===== src/rtl/keypad_scan_encoder_if.sv =====
// Keypad scan encoder bus: keypad pin side (col_n in, row_n out) plus the
// encoded key outputs consumed by display/control logic.
//   col_n     : keypad columns, active low, asynchronous to clk
//   row_n     : row drive, exactly one bit low at a time
//   key_code  : encoded key index, row*4+col
//   key_valid : one-cycle pulse per newly accepted press
//   key_down  : level, high while a debounced key is held
//   multi_key : high while the accepted frame had more than one key
// master = encoder side, slave = keypad/consumer side.
interface keypad_scan_encoder_if;
  logic [3:0] col_n;
  logic [3:0] row_n;
  logic [3:0] key_code;
  logic       key_valid;
  logic       key_down;
  logic       multi_key;

  modport master (
    input  col_n,
    output row_n,
    output key_code,
    output key_valid,
    output key_down,
    output multi_key
  );

  modport slave (
    output col_n,
    input  row_n,
    input  key_code,
    input  key_valid,
    input  key_down,
    input  multi_key
  );
endinterface


===== src/rtl/keypad_scan_encoder.sv =====
// 4x4 matrix keypad scanner and encoder with frame-based debounce.
// Drives one row low at a time, samples synchronized columns at the end of
// each row dwell, encodes a whole frame at the end of row 3, and debounces
// presses/releases over DEBOUNCE consecutive identical frames.
// Ports:
//   clk   : system clock
//   rst_n : asynchronous active-low reset (synchronous release expected)
//   kp    : keypad_scan_encoder_if.master (col_n in; row_n, key_code,
//           key_valid, key_down, multi_key out)
module keypad_scan_encoder #(
  parameter int unsigned SCAN_DIV = 4,  // cycles per row, >= 4
  parameter int unsigned DEBOUNCE = 2   // identical frames to accept, >= 1
) (
  input  logic                          clk,
  input  logic                          rst_n,
  keypad_scan_encoder_if.master         kp
);

  localparam int unsigned DwW  = $clog2(SCAN_DIV);
  localparam int unsigned CntW = $clog2(DEBOUNCE + 1);
  localparam logic [DwW-1:0]  DwLast = DwW'(SCAN_DIV - 1);
  // cnt holds the number of frames already seen; the current frame is the
  // one that would bring it to DEBOUNCE.
  localparam logic [CntW-1:0] DbLast = CntW'(DEBOUNCE - 1);

  typedef enum logic [1:0] {StIdle, StDbPress, StPressed, StDbRel} state_e;

  logic [3:0]      col_s1_q, col_s2_q;
  logic [DwW-1:0]  dwell_q;
  logic [1:0]      row_idx_q;
  logic [15:0]     acc_q;

  state_e          state_q;
  logic [3:0]      cand_q;
  logic [CntW-1:0] cnt_q;
  logic [3:0]      key_code_q;
  logic            key_valid_q;
  logic            key_down_q;
  logic            multi_q;

  logic            sample;
  logic            frame_end;
  logic [3:0]      row_hits;
  logic [15:0]     frame_mask;
  logic            frame_hit;
  logic            frame_multi;
  logic [3:0]      frame_code;

  assign sample    = (dwell_q == DwLast);
  assign frame_end = sample && (row_idx_q == 2'd3);
  assign row_hits  = ~col_s2_q;

  // Row 3 is folded in combinationally on the cycle the frame is evaluated.
  always_comb begin
    frame_mask  = acc_q | {row_hits, 12'h000};
    frame_hit   = |frame_mask;
    frame_multi = |(frame_mask & (frame_mask - 16'd1));
    frame_code  = 4'd0;
    // Descending scan so the lowest index wins.
    for (int i = 15; i >= 0; i--) begin
      if (frame_mask[i]) frame_code = 4'(i);
    end
  end

  // Column synchronizer, row scan and frame accumulator.
  always_ff @(posedge clk or negedge rst_n) begin
    if (!rst_n) begin
      col_s1_q  <= 4'hF;
      col_s2_q  <= 4'hF;
      dwell_q   <= '0;
      row_idx_q <= 2'd0;
      acc_q     <= '0;
    end else begin
      col_s1_q <= kp.col_n;
      col_s2_q <= col_s1_q;
      if (sample) begin
        dwell_q   <= '0;
        row_idx_q <= row_idx_q + 2'd1;
        if (frame_end) begin
          acc_q <= '0;
        end else begin
          acc_q[{row_idx_q, 2'b00} +: 4] <= row_hits;
        end
      end else begin
        dwell_q <= dwell_q + DwW'(1);
      end
    end
  end

  // Debounce FSM with registered outputs; advances once per frame.
  always_ff @(posedge clk or negedge rst_n) begin
    if (!rst_n) begin
      state_q     <= StIdle;
      cand_q      <= 4'd0;
      cnt_q       <= '0;
      key_code_q  <= 4'd0;
      key_valid_q <= 1'b0;
      key_down_q  <= 1'b0;
      multi_q     <= 1'b0;
    end else begin
      key_valid_q <= 1'b0;
      if (frame_end) begin
        unique case (state_q)
          StIdle: begin
            if (frame_hit) begin
              if (DEBOUNCE == 1) begin
                state_q     <= StPressed;
                key_code_q  <= frame_code;
                key_down_q  <= 1'b1;
                multi_q     <= frame_multi;
                key_valid_q <= 1'b1;
              end else begin
                state_q <= StDbPress;
                cand_q  <= frame_code;
                cnt_q   <= CntW'(1);
              end
            end
          end
          StDbPress: begin
            if (!frame_hit) begin
              state_q <= StIdle;
            end else if (frame_code != cand_q) begin
              cand_q <= frame_code;
              cnt_q  <= CntW'(1);
            end else if (cnt_q == DbLast) begin
              state_q     <= StPressed;
              key_code_q  <= cand_q;
              key_down_q  <= 1'b1;
              multi_q     <= frame_multi;
              key_valid_q <= 1'b1;
            end else begin
              cnt_q <= cnt_q + CntW'(1);
            end
          end
          StPressed: begin
            if (frame_hit) begin
              multi_q <= frame_multi;
            end else if (DEBOUNCE == 1) begin
              state_q    <= StIdle;
              key_down_q <= 1'b0;
              multi_q    <= 1'b0;
            end else begin
              state_q <= StDbRel;
              cnt_q   <= CntW'(1);
            end
          end
          StDbRel: begin
            if (frame_hit) begin
              // Release bounce: resume the held key, no new event.
              state_q <= StPressed;
              multi_q <= frame_multi;
            end else if (cnt_q == DbLast) begin
              state_q    <= StIdle;
              key_down_q <= 1'b0;
              multi_q    <= 1'b0;
            end else begin
              cnt_q <= cnt_q + CntW'(1);
            end
          end
          default: state_q <= StIdle;
        endcase
      end
    end
  end

  assign kp.row_n     = ~(4'b0001 << row_idx_q);
  assign kp.key_code  = key_code_q;
  assign kp.key_valid = key_valid_q;
  assign kp.key_down  = key_down_q;
  assign kp.multi_key = multi_q;

endmodule


===== src/flat_wrapper.sv =====
// flat-port wrapper written by rule: the top's interface ports become plain ports
module keypad_scan_encoder_flat 
#(
  parameter int unsigned SCAN_DIV = 4,                         
  parameter int unsigned DEBOUNCE = 2                                      
)
  (clk, rst_n, kp_col_n, kp_row_n, kp_key_code, kp_key_valid, kp_key_down, kp_multi_key);
  keypad_scan_encoder_if kp_i ();
  input  logic clk;
  input  logic rst_n;
  input wire logic [$bits(kp_i.col_n)-1:0] kp_col_n;
  output wire logic [$bits(kp_i.row_n)-1:0] kp_row_n;
  output wire logic [$bits(kp_i.key_code)-1:0] kp_key_code;
  output wire logic [$bits(kp_i.key_valid)-1:0] kp_key_valid;
  output wire logic [$bits(kp_i.key_down)-1:0] kp_key_down;
  output wire logic [$bits(kp_i.multi_key)-1:0] kp_multi_key;
  assign kp_i.col_n = kp_col_n;
  assign kp_row_n = kp_i.row_n;
  assign kp_key_code = kp_i.key_code;
  assign kp_key_valid = kp_i.key_valid;
  assign kp_key_down = kp_i.key_down;
  assign kp_multi_key = kp_i.multi_key;
  keypad_scan_encoder #(.SCAN_DIV(SCAN_DIV), .DEBOUNCE(DEBOUNCE)) u_core (.clk(clk), .rst_n(rst_n), .kp(kp_i));
endmodule

===== config.mk =====
export PLATFORM = sky130hd
export DESIGN_NAME = keypad_scan_encoder_flat
export DESIGN_NICKNAME = d
export VERILOG_FILES = /design/src/rtl/keypad_scan_encoder_if.sv /design/src/rtl/keypad_scan_encoder.sv /design/src/flat_wrapper.sv
export SDC_FILE = /design/constraint.sdc
export NUM_CORES = 1
export LEC_CHECK = 0
export CAP_MARGIN = 20
export CORE_ASPECT_RATIO = 0.9
export CORE_UTILIZATION = 45
export CTS_BUF_LIST = sky130_fd_sc_hd__clkbuf_4
export CTS_CLUSTER_DIAMETER = 50
export DETAILED_ROUTE_END_ITERATION = 12
export GPL_ROUTABILITY_DRIVEN = 0
export MAX_ROUTING_LAYER = met4
export PLACE_DENSITY = 0.71
export SYNTH_ARGS = -nofsm -noshare
export SYNTH_HDL_FRONTEND = slang
export SYNTH_SLANG_ARGS = --single-unit

===== constraint.sdc =====
create_clock -name clk -period 2.5 [get_ports clk]
set_input_delay 0.375 -clock clk [delete_from_list [all_inputs] [get_ports clk]]
set_output_delay 0.375 -clock clk [all_outputs]
set_load 0.005 [all_outputs]

==> results of run 1 <==
-- flip-flops by register name, summed over array words and instances (netlist names), 2 cells and up, named ones only --
signal              count
u_core.kp.key_code      4
u_core.col_s2_q         4
u_core.col_s1_q         4
u_core.cnt_q            2
u_core.acc_q           16
u_core.dwell_q          2
u_core.row_idx_q        2
u_core.cand_q           4
-- worst max-delay path, cell delays in order, from the launching register on --
cell and delay (ns):
dfrtp_1 0.43, or4_4 0.57, buf_6 0.14, nor2_4 0.09, a21boi_2 0.06, a311o_1 0.33, nor4_4 0.21, buf_4 0.18
nand2b_4 0.09, mux2_4 0.31
-- where the power goes --
| group | total, mW | internal [mW] | switching [mW] |
|---|---|---|---|
| logic | 0.155 | 0.0806 | 0.0743 |
| registers | 0.759 | 0.730 | 0.0290 |
| clock network | 0.349 | 0.120 | 0.230 |
| total | 1.26 | 0.930 | 0.333 |
-- worst paths after layout --
| path | slack, ns | to | cells after the start | startpoint |
|---|---|---|---|---|
| setup reg to reg | -0.02 | u_core.kp.key_code[1]$_DFFE_PN0P_ | 9 | u_core.acc_q[3]$_DFFE_PN0P_ |
| max in group asynchronous | 1.71 | u_core.col_s2_q[1]$_DFF_PN1_ | 2 | rst_n |
| setup / recovery | -0.02 | u_core.kp.key_code[1]$_DFFE_PN0P_ | 9 | u_core.acc_q[3]$_DFFE_PN0P_ |
| min in group clk | 0.36 | u_core.col_s2_q[2]$_DFF_PN1_ | 0 | u_core.col_s1_q[2]$_DFF_PN1_ |
| hold reg to reg | 0.36 | u_core.col_s2_q[2]$_DFF_PN1_ | 0 | u_core.col_s1_q[2]$_DFF_PN1_ |
| hold / removal | 0.10 | u_core.kp.key_valid$_DFF_PN0_ | 1 | rst_n |
-- kinds of logic (layout without fill, tap and decap cells) --
kind of cell    after synthesis  in the layout
simple gates                 86             86
compound gates               59             59
flops                        43             43
buf+inv                      21             71
fa+ha+maj                     6              6
mux                           5              5
xor+xnor                      2              2
-- routing by layer --
| layer | track usage, % | vias up | share of wire, % |
|---|---|---|---|
| met2 | 35.9 | 51 | 46 |
| met1 | 28.4 | 943 | 49 |
| met3 | 3.16 | 7 | 4.0 |
| li1 | - | 903 | - |
| met4 | 8.89 | 0 | 1.4 |
| met5 | - | - | 0 |
-- layout make-up --
| class | instances | area (um^2) | area share, % |
|---|---|---|---|
| Timing Repair Buffer | 52 | 433 | 15.2 |
| Multi-Input combinational cell | 158 | 1140 | 40.2 |
| Clock buffer | 6 | 45.0 | 1.59 |
| Inverter | 11 | 41.3 | 1.45 |
| Clock inverter | 2 | 12.5 | 0.441 |
| Sequential cell | 43 | 1090 | 38.3 |
| Tap cell | 62 | 77.6 | 2.73 |
-- Yosys cell counts, types with 2 or more instances --
cell	instances	area (um^2)
nor4_1	5	31.3
and2_1	3	18.8
ha_1	6	75.1
xor2_1	2	17.5
nor3_1	3	15.0
nor2_1	15	56.3
o21ai_0	24	120
o31ai_1	5	37.5
nand4_1	4	25.0
nand3_1	5	25.0
a2111oi_0	2	17.5
or4_1	3	22.5
and4_1	2	17.5
dfrtp_1	35	876
mux2_4	5	75.1
inv_1	11	41.3
clkbuf_1	6	22.5
o211ai_1	4	30.0
or3_1	4	25.0
nand2b_1	4	25.0
a31oi_1	2	12.5
a21oi_1	10	50.1
nand2_1	25	93.8
dfstp_2	8	210
nand4bb_1	2	22.5
-- what timing repair did --
item / 4_1_cts / 5_1_grt
gates resized for setup: 2 / 12
setup buffers: 3 / 1
pin swaps: 2 / 2
setup endpoints to repair: 7 / 11
-- cell usage in the layout, fill, tap and decap left out, types with 5 or more instances in the layout --
master,netlist,final
clkdlybuf4s50_1,0,15
buf_4,0,34
dfstp_2,8,8
a21oi_1,10,10
nand2_1,25,25
inv_1,11,11
dfrtp_1,35,33
o21ai_0,24,24
ha_1,6,6
nor2_1,15,15
o31ai_1,5,5
nand3_1,5,5
clkbuf_4,0,6
mux2_4,5,5
-- per-stage QoR --
stage,cells,worst slack [ns],TNS [ns]
after global placement,322,0.0236,0
after detailed placement,322,-0.0788,-0.372
after global routing,334,-0.0850,-0.453
after floorplan,222,-0.00181,-0.00725
after CTS,333,0.00259,0
final,334,-0.0182,-0.0628
==> flow_summary.ini, run 1 <==
[yosys]
yosys_most_used_dff = dfrtp_1
synth_cells = 222
async_flop_share_pct = 100
avgSynthCellArea_um2 = 10.1
yosys.area_share.simple_pct = 22.2
synth_edf_count = 0
synthMuxAreaShare_pct = 3.36
synth_compound_gate_area_share_pct = 17.8
seq_area_frac_synth_pct = 48.6
synth_seq_cells = 43
synth_fa_ha_area_share_pct = 3.36
ys.warnings.count = 0
synth_top_family_by_area = simple AND/OR/NAND/NOR gates
yosysUniqueCellTypes = 52
syn_nets = 234
synth_area_um2 = 2240
synthXorXnorAreaFrac_pct = 0.783

[cts]
cts_sinks = 43
cts_made_buffers = 5
clk_pin_slew_ns = 0.13
htree_num_levels = 2
cts-root-buf = clkbuf_4
ctsHoldBuffers = 0
cts_tree = yes
insertion_delay_ns = 0.37
clk_path_buf_depth = 2

[setup_path]
cp.required_ns = 2.76
start_kind = flop
end_kind = flop
worstSetupPathType = flop to flop
critPathMaxFanout = 5
cp.arrival_ns = 2.78

[floorplan]
fp.dieH_um = 68.9
initial_utilization_pct = 48.6
rows = 23
dieArea_um2 = 5250
core_um2 = 4600
die_w_um = 76.3
io_pins = 17

[global_route]
grt_antenna_before_repair = 0
track_usage_pct = 22.1
grt_pass1_wl_mm = 8.56
grt_overflow = 0
grt_pass1_vias = 1750
grt_max_degree = 41

[placement]
io_buffers = 16
place_hpwl_mm = 3.73
placedInstanceArea_um2 = 2680

[route]
first_iter_violations = 157
final_antenna_net_count = 0
totalWireLength_mm = 5.27
drc_errors = 0
drt_pass1_iterations = 5
viasPerCell = 5.70
routedWlPerCell_um = 15.8
route.vias.total = 1904

[outcome]
violations = negative setup slack
status = finished with violations

[layout]
drive_above_1_share_pct = 29.4
design_area_um2 = 2840
nNetsFinal = 283
post-route-util_pct = 61.7
fillerInstances = 399
n_antenna_cell = 0
area_growth_syn_to_layout_pct = 27.0

[power_and_ir_drop]
powerDensity_nw_per_um2 = 445
p_leak_nw = 1.27
ir_drop_mv = 0.269
fin_total_pwr_mw = 1.26

[sta]
finalWorstSetupSlack_ns = -0.0182
hold_ws_ns = 0.104
setup_viol = 5
max_freq_ghz = 0.397
fin_crit_sh_pct = 101
max_slew_margin_pct = 42.0
hold_violations = 0
fin_crit_ns = 2.52
rsz0062_at_grt = yes
clock-skew-final_ns = 0.0201
worstMarginPinSlew_ns = 0.869
slew_violations = 0

[flow_run]
maxCapViolCount = 0

[worst_hold_path]
hold_path_class = input port to async pin
No activity file was read; power rests on OpenSTA's default activity.
==> inputs of run 2 (changes only) <==
--- a/config.mk
+++ b/config.mk
@@ -17,3 +17,4 @@
 export SYNTH_ARGS = -nofsm -noshare
 export SYNTH_HDL_FRONTEND = slang
 export SYNTH_SLANG_ARGS = --single-unit
+export TNS_END_PERCENT = 10
==> flow_summary.ini, run 2 (synthesis results as in run 1) <==
[cts]
cts_tree = yes
ctsHoldBuffers = 0
cts_made_buffers = 5
clk_path_buf_depth = 2
htree_num_levels = 2
cts-root-buf = clkbuf_4
cts_sinks = 43
insertion_delay_ns = 0.36
clk_pin_slew_ns = 0.14

[worst_hold_path]
hold_path_class = input port to async pin

[global_route]
track_usage_pct = 22.0
grt_pass1_wl_mm = 8.51
grt_pass1_vias = 1745
grt_overflow = 0
grt_antenna_before_repair = 0
grt_max_degree = 43

[power_and_ir_drop]
fin_total_pwr_mw = 1.36
p_leak_nw = 1.28
powerDensity_nw_per_um2 = 478
ir_drop_mv = 0.398

[layout]
area_growth_syn_to_layout_pct = 27.5
n_antenna_cell = 0
instances_no_fill = 334
nNetsFinal = 283
layout_common_cells = buf_4 (34), dfrtp_1 (33), nand2_1 (25)
final_common_cell = buf_4
largest-register = u_core.acc_q
drive_above_1_share_pct = 28.7
largest_reg_flops = 16
post-route-util_pct = 61.9
fillerInstances = 388

[placement]
io_buffers = 16
placed_cells_incl_taps = 323
place_hpwl_mm = 3.68
pre_cts_slack_ns = -0.0512

[setup_path]
r2r_cells = 7
critPathMaxFanout = 5
reg2reg_to = u_core.kp.key_code[0]$_DFFE_PN0P_
start_kind = flop
cp.required_ns = 2.76
worstSetupPathType = flop to flop
cp.arrival_ns = 2.79
end_kind = flop
reg2reg_from = u_core.acc_q[3]$_DFFE_PN0P_
r2r_slack_ns = -0.03

[sta]
clock-skew-final_ns = 0.0151
fin_crit_sh_pct = 101
hold_ws_ns = 0.120
setup_viol = 5
fin_crit_ns = 2.53
hold_violations = 0
worstMarginPinSlew_ns = 0.896
finalWorstSetupSlack_ns = -0.0261
max_freq_ghz = 0.396
rsz0062_at_grt = yes
max_slew_margin_pct = 40.3
slew_violations = 0

[route]
viasPerCell = 5.54
drc_errors = 0
totalWireLength_mm = 4.89
final_antenna_net_count = 0
routedWlPerCell_um = 14.6
first_iter_violations = 137
route.vias.total = 1850
drt_pass1_iterations = 5

[floorplan]
fp.dieH_um = 68.9
die_w_um = 76.3
initial_utilization_pct = 48.6
rows = 23
core_um2 = 4600
dieArea_um2 = 5250
io_pins = 17

[flow_run]
maxCapViolCount = 0

[outcome]
status = finished with violations
violations = negative setup slack
run 2: where the power goes:
group | total (mW) | switching [mW] | internal (mW)
logic | 0.147 | 0.0686 | 0.0784
registers | 0.759 | 0.0288 | 0.730
clock network | 0.456 | 0.243 | 0.214
total | 1.36 | 0.340 | 1.02
run 2: through the flow:
step | area [um^2] | TNS [ns]
finish | 2850 | -0.117
global route | 2850 | -0.932
CTS | 2810 | -0.154
detailed placement | 2690 | -0.239
global placement | 2690 | 0
floorplan | 2260 | -0.0158
run 2: layer usage:
| layer | up-vias | share of wire, % | track usage (%) | routed length (um) |
|---|---|---|---|---|
| met5 | - | 0 | - | 0 |
| met3 | 9 | 2.7 | 4.61 | 133 |
| li1 | 907 | - | - | - |
| met4 | 0 | 1.5 | 8.89 | 74 |
| met2 | 34 | 46 | 32.5 | 2260 |
| met1 | 900 | 50 | 29.8 | 2420 |
run 2: layout make-up:
type	count	area [um^2]	area share, %
clock inverters	3	46.3	1.62
well taps	62	77.6	2.72
flip-flops and latches	43	1090	38.2
repair buffers	52	433	15.2
clock buffers	5	37.5	1.32
multi-input cells	158	1130	39.5
inverters	11	41.3	1.45
run 2: critical path, stage by stage, from the launching register on:
cell	delay [ns]
dfrtp_1	0.44
or4_4	0.57
buf_6	0.15
o211ai_1	0.15
nand4_1	0.22
nor4_4	0.45
nand2b_4	0.14
mux2_4	0.31
run 2: what timing repair did:
item	in CTS	in global routing
pin swaps	4	0
resized for setup	4	8
gates cloned	0	0
endpoints found under the setup margin	7	9
buffers inserted	3	0
run 2: how the worst max path moves through the flow:
stage,startpoint,end,slack [ns],cells past startpoint
2_1_floorplan,u_core.acc_q[9]$_DFFE_PN0P_,u_core.kp.key_code[0]$_DFFE_PN0P_,-0.004,8
3_3_place_gp,u_core.acc_q[6]$_DFFE_PN0P_,u_core.kp.key_code[1]$_DFFE_PN0P_,0.02,7
3_5_place_dp,u_core.acc_q[6]$_DFFE_PN0P_,u_core.kp.key_code[0]$_DFFE_PN0P_,-0.05,7
4_1_cts,u_core.acc_q[3]$_DFFE_PN0P_,u_core.kp.key_code[0]$_DFFE_PN0P_,-0.03,7
5_1_grt,u_core.acc_q[3]$_DFFE_PN0P_,u_core.kp.multi_key$_DFFE_PN0P_,-0.15,7
6_report,u_core.acc_q[3]$_DFFE_PN0P_,u_core.kp.key_code[0]$_DFFE_PN0P_,-0.03,7
==> inputs of run 3 (changes only) <==
--- a/config.mk
+++ b/config.mk
@@ -13,7 +13,7 @@
 export DETAILED_ROUTE_END_ITERATION = 12
 export GPL_ROUTABILITY_DRIVEN = 0
 export MAX_ROUTING_LAYER = met4
-export PLACE_DENSITY = 0.71
+export PLACE_DENSITY = 0.66
 export SYNTH_ARGS = -nofsm -noshare
 export SYNTH_HDL_FRONTEND = slang
 export SYNTH_SLANG_ARGS = --single-unit
==> flow_summary.ini, run 3 (synthesis results as in run 1) <==
[outcome]
status = finished with violations
violations = negative setup slack

[layout]
seq_area_um2 = 1090
instances_no_fill = 340
drive_above_1_share_pct = 30.6
n_antenna_cell = 0
layout_common_cells = buf_4 (40), dfrtp_1 (32), nand2_1 (25)
multi_input_area_um2 = 1130
largest-register = u_core.acc_q
nNetsFinal = 289
area_growth_syn_to_layout_pct = 29.9
fillerInstances = 388
post-route-util_pct = 63.1
final_common_cell = buf_4
design_area_um2 = 2900
largest_reg_flops = 16

[sta]
rsz0062_at_grt = yes
fin_crit_sh_pct = 102
max_freq_ghz = 0.394
setup_viol = 5
hold_violations = 0
max_slew_margin_pct = 63.0
clock-skew-final_ns = 0.0108
hold_ws_ns = 0.366
fin_crit_ns = 2.54
worstMarginPinSlew_ns = 0.549
slew_violations = 0
finalWorstSetupSlack_ns = -0.0377

[floorplan]
initial_utilization_pct = 48.6
rows = 23
dieArea_um2 = 5250
die_w_um = 76.3
core_um2 = 4600
fp.dieH_um = 68.9
io_pins = 17

[route]
viasPerCell = 5.52
totalWireLength_mm = 5.06
routedWlPerCell_um = 14.9
final_antenna_net_count = 0
first_iter_violations = 112
drt_pass1_iterations = 4
drc_errors = 0
route.vias.total = 1877

[setup_path]
end_kind = flop
r2r_cells = 9
critPathMaxFanout = 5
cp.required_ns = 2.76
worstSetupPathType = flop to flop
cp.arrival_ns = 2.80
start_kind = flop

[cts]
clk_path_buf_depth = 2
cts_made_buffers = 5
htree_num_levels = 2
cts_sinks = 43
cts-root-buf = clkbuf_4
cts_tree = yes
clk_pin_slew_ns = 0.14
insertion_delay_ns = 0.37

[global_route]
track_usage_pct = 22.0
grt_max_degree = 27
grt_antenna_before_repair = 0
grt_pass1_vias = 1772
grt_overflow = 0
grt_pass1_wl_mm = 8.57

[worst_hold_path]
hold_path_class = flop to flop
hold_path_depth = 0

[power_and_ir_drop]
combPwrFrac_pct = 11.3
ir_drop_mv = 0.418
power_frac_clock_pct = 33.5
sw_frac_of_total_pct = 25.1
powerDensity_nw_per_um2 = 473
seq_power_share_pct = 55.2
internal_power_mw = 1.03
net-switching-power_mw = 0.345
p_leak_nw = 1.31

[placement]
placedInstanceArea_um2 = 2700
io_buffers = 16
place_hpwl_mm = 3.71
placed_cells_incl_taps = 325

[flow_run]
maxCapViolCount = 0
## run 3: cell count changes in the layout (fill, tap and decap cells not counted), sizes merged
| cell | previous run | this run |
|---|---|---|
| clkinvlp | 1 | 0 |
| dlygate4sd3 | 0 | 1 |
| buf | 37 | 42 |
| clkinv | 0 | 1 |
## run 3: layer usage
layer  track usage (%)  share of wire (%)
met1              29.7                 50
met2              33.1                 44
met3              4.34                4.6
met4              8.41                1.6
met5                 -                  0
## run 3: cell type report
| class | instances | share of cell area, % |
|---|---|---|
| clock buffers | 5 | 1.29 |
| clock inverters | 3 | 1.64 |
| inverters | 11 | 1.42 |
| multi-input cells | 158 | 39.0 |
| flip-flops and latches | 43 | 37.5 |
| well taps | 62 | 2.67 |
| repair buffers | 58 | 16.4 |
## run 3: power groups by stage
stage	Clock, mW	Sequential, mW	Combinational (mW)
2_1_floorplan	0	0.761	0.0786
4_1_cts	0.467	0.759	0.151
3_5_place_dp	0	0.771	0.147
6_report	0.460	0.759	0.155
3_3_place_gp	0	0.772	0.146
5_1_grt	0.503	0.764	0.172
## run 3: what timing repair did
item	in CTS	in global routing
endpoints found under the setup margin	7	9
endpoints found under the hold margin	16	0
gates cloned	0	0
hold buffers	1	0
setup buffers	5	1
resized for setup	6	6
pin swaps	3	3
## run 3: final timing paths
path,from,end,slack [ns]
worst max-delay path,u_core.acc_q[3]$_DFFE_PN0P_,u_core.kp.key_code[3]$_DFFE_PN0P_,-0.04
worst max register to register,u_core.acc_q[3]$_DFFE_PN0P_,u_core.kp.key_code[3]$_DFFE_PN0P_,-0.04
min in group asynchronous,rst_n,u_core.acc_q[11]$_DFFE_PN0P_,0.50
worst min-delay path,u_core.col_s1_q[2]$_DFF_PN1_,u_core.col_s2_q[2]$_DFF_PN1_,0.37
max in group asynchronous,rst_n,u_core.cand_q[1]$_DFFE_PN0P_,1.45
worst min register to register,u_core.col_s1_q[2]$_DFF_PN1_,u_core.col_s2_q[2]$_DFF_PN1_,0.37
## run 3: metrics by stage
stage                     setup TNS, ns  power, mW  setup slack (ns)
after floorplan                 -0.0158      0.840          -0.00395
after global placement          -0.0291      0.918          -0.00778
after detailed placement         -0.191      0.919           -0.0433
after CTS                             0       1.38           0.00130
after global routing             -0.735       1.44            -0.130
final                            -0.156       1.37           -0.0377
## run 3: worst max-delay path, cell delays in order, from the launching register on
cell	delay (ns)
dfrtp_1	0.45
buf_4	0.16
or4_4	0.52
a2111oi_4	0.25
or3_4	0.20
o2111ai_4	0.14
nor4_4	0.15
buf_4	0.17
nand2b_4	0.09
mux2_4	0.31
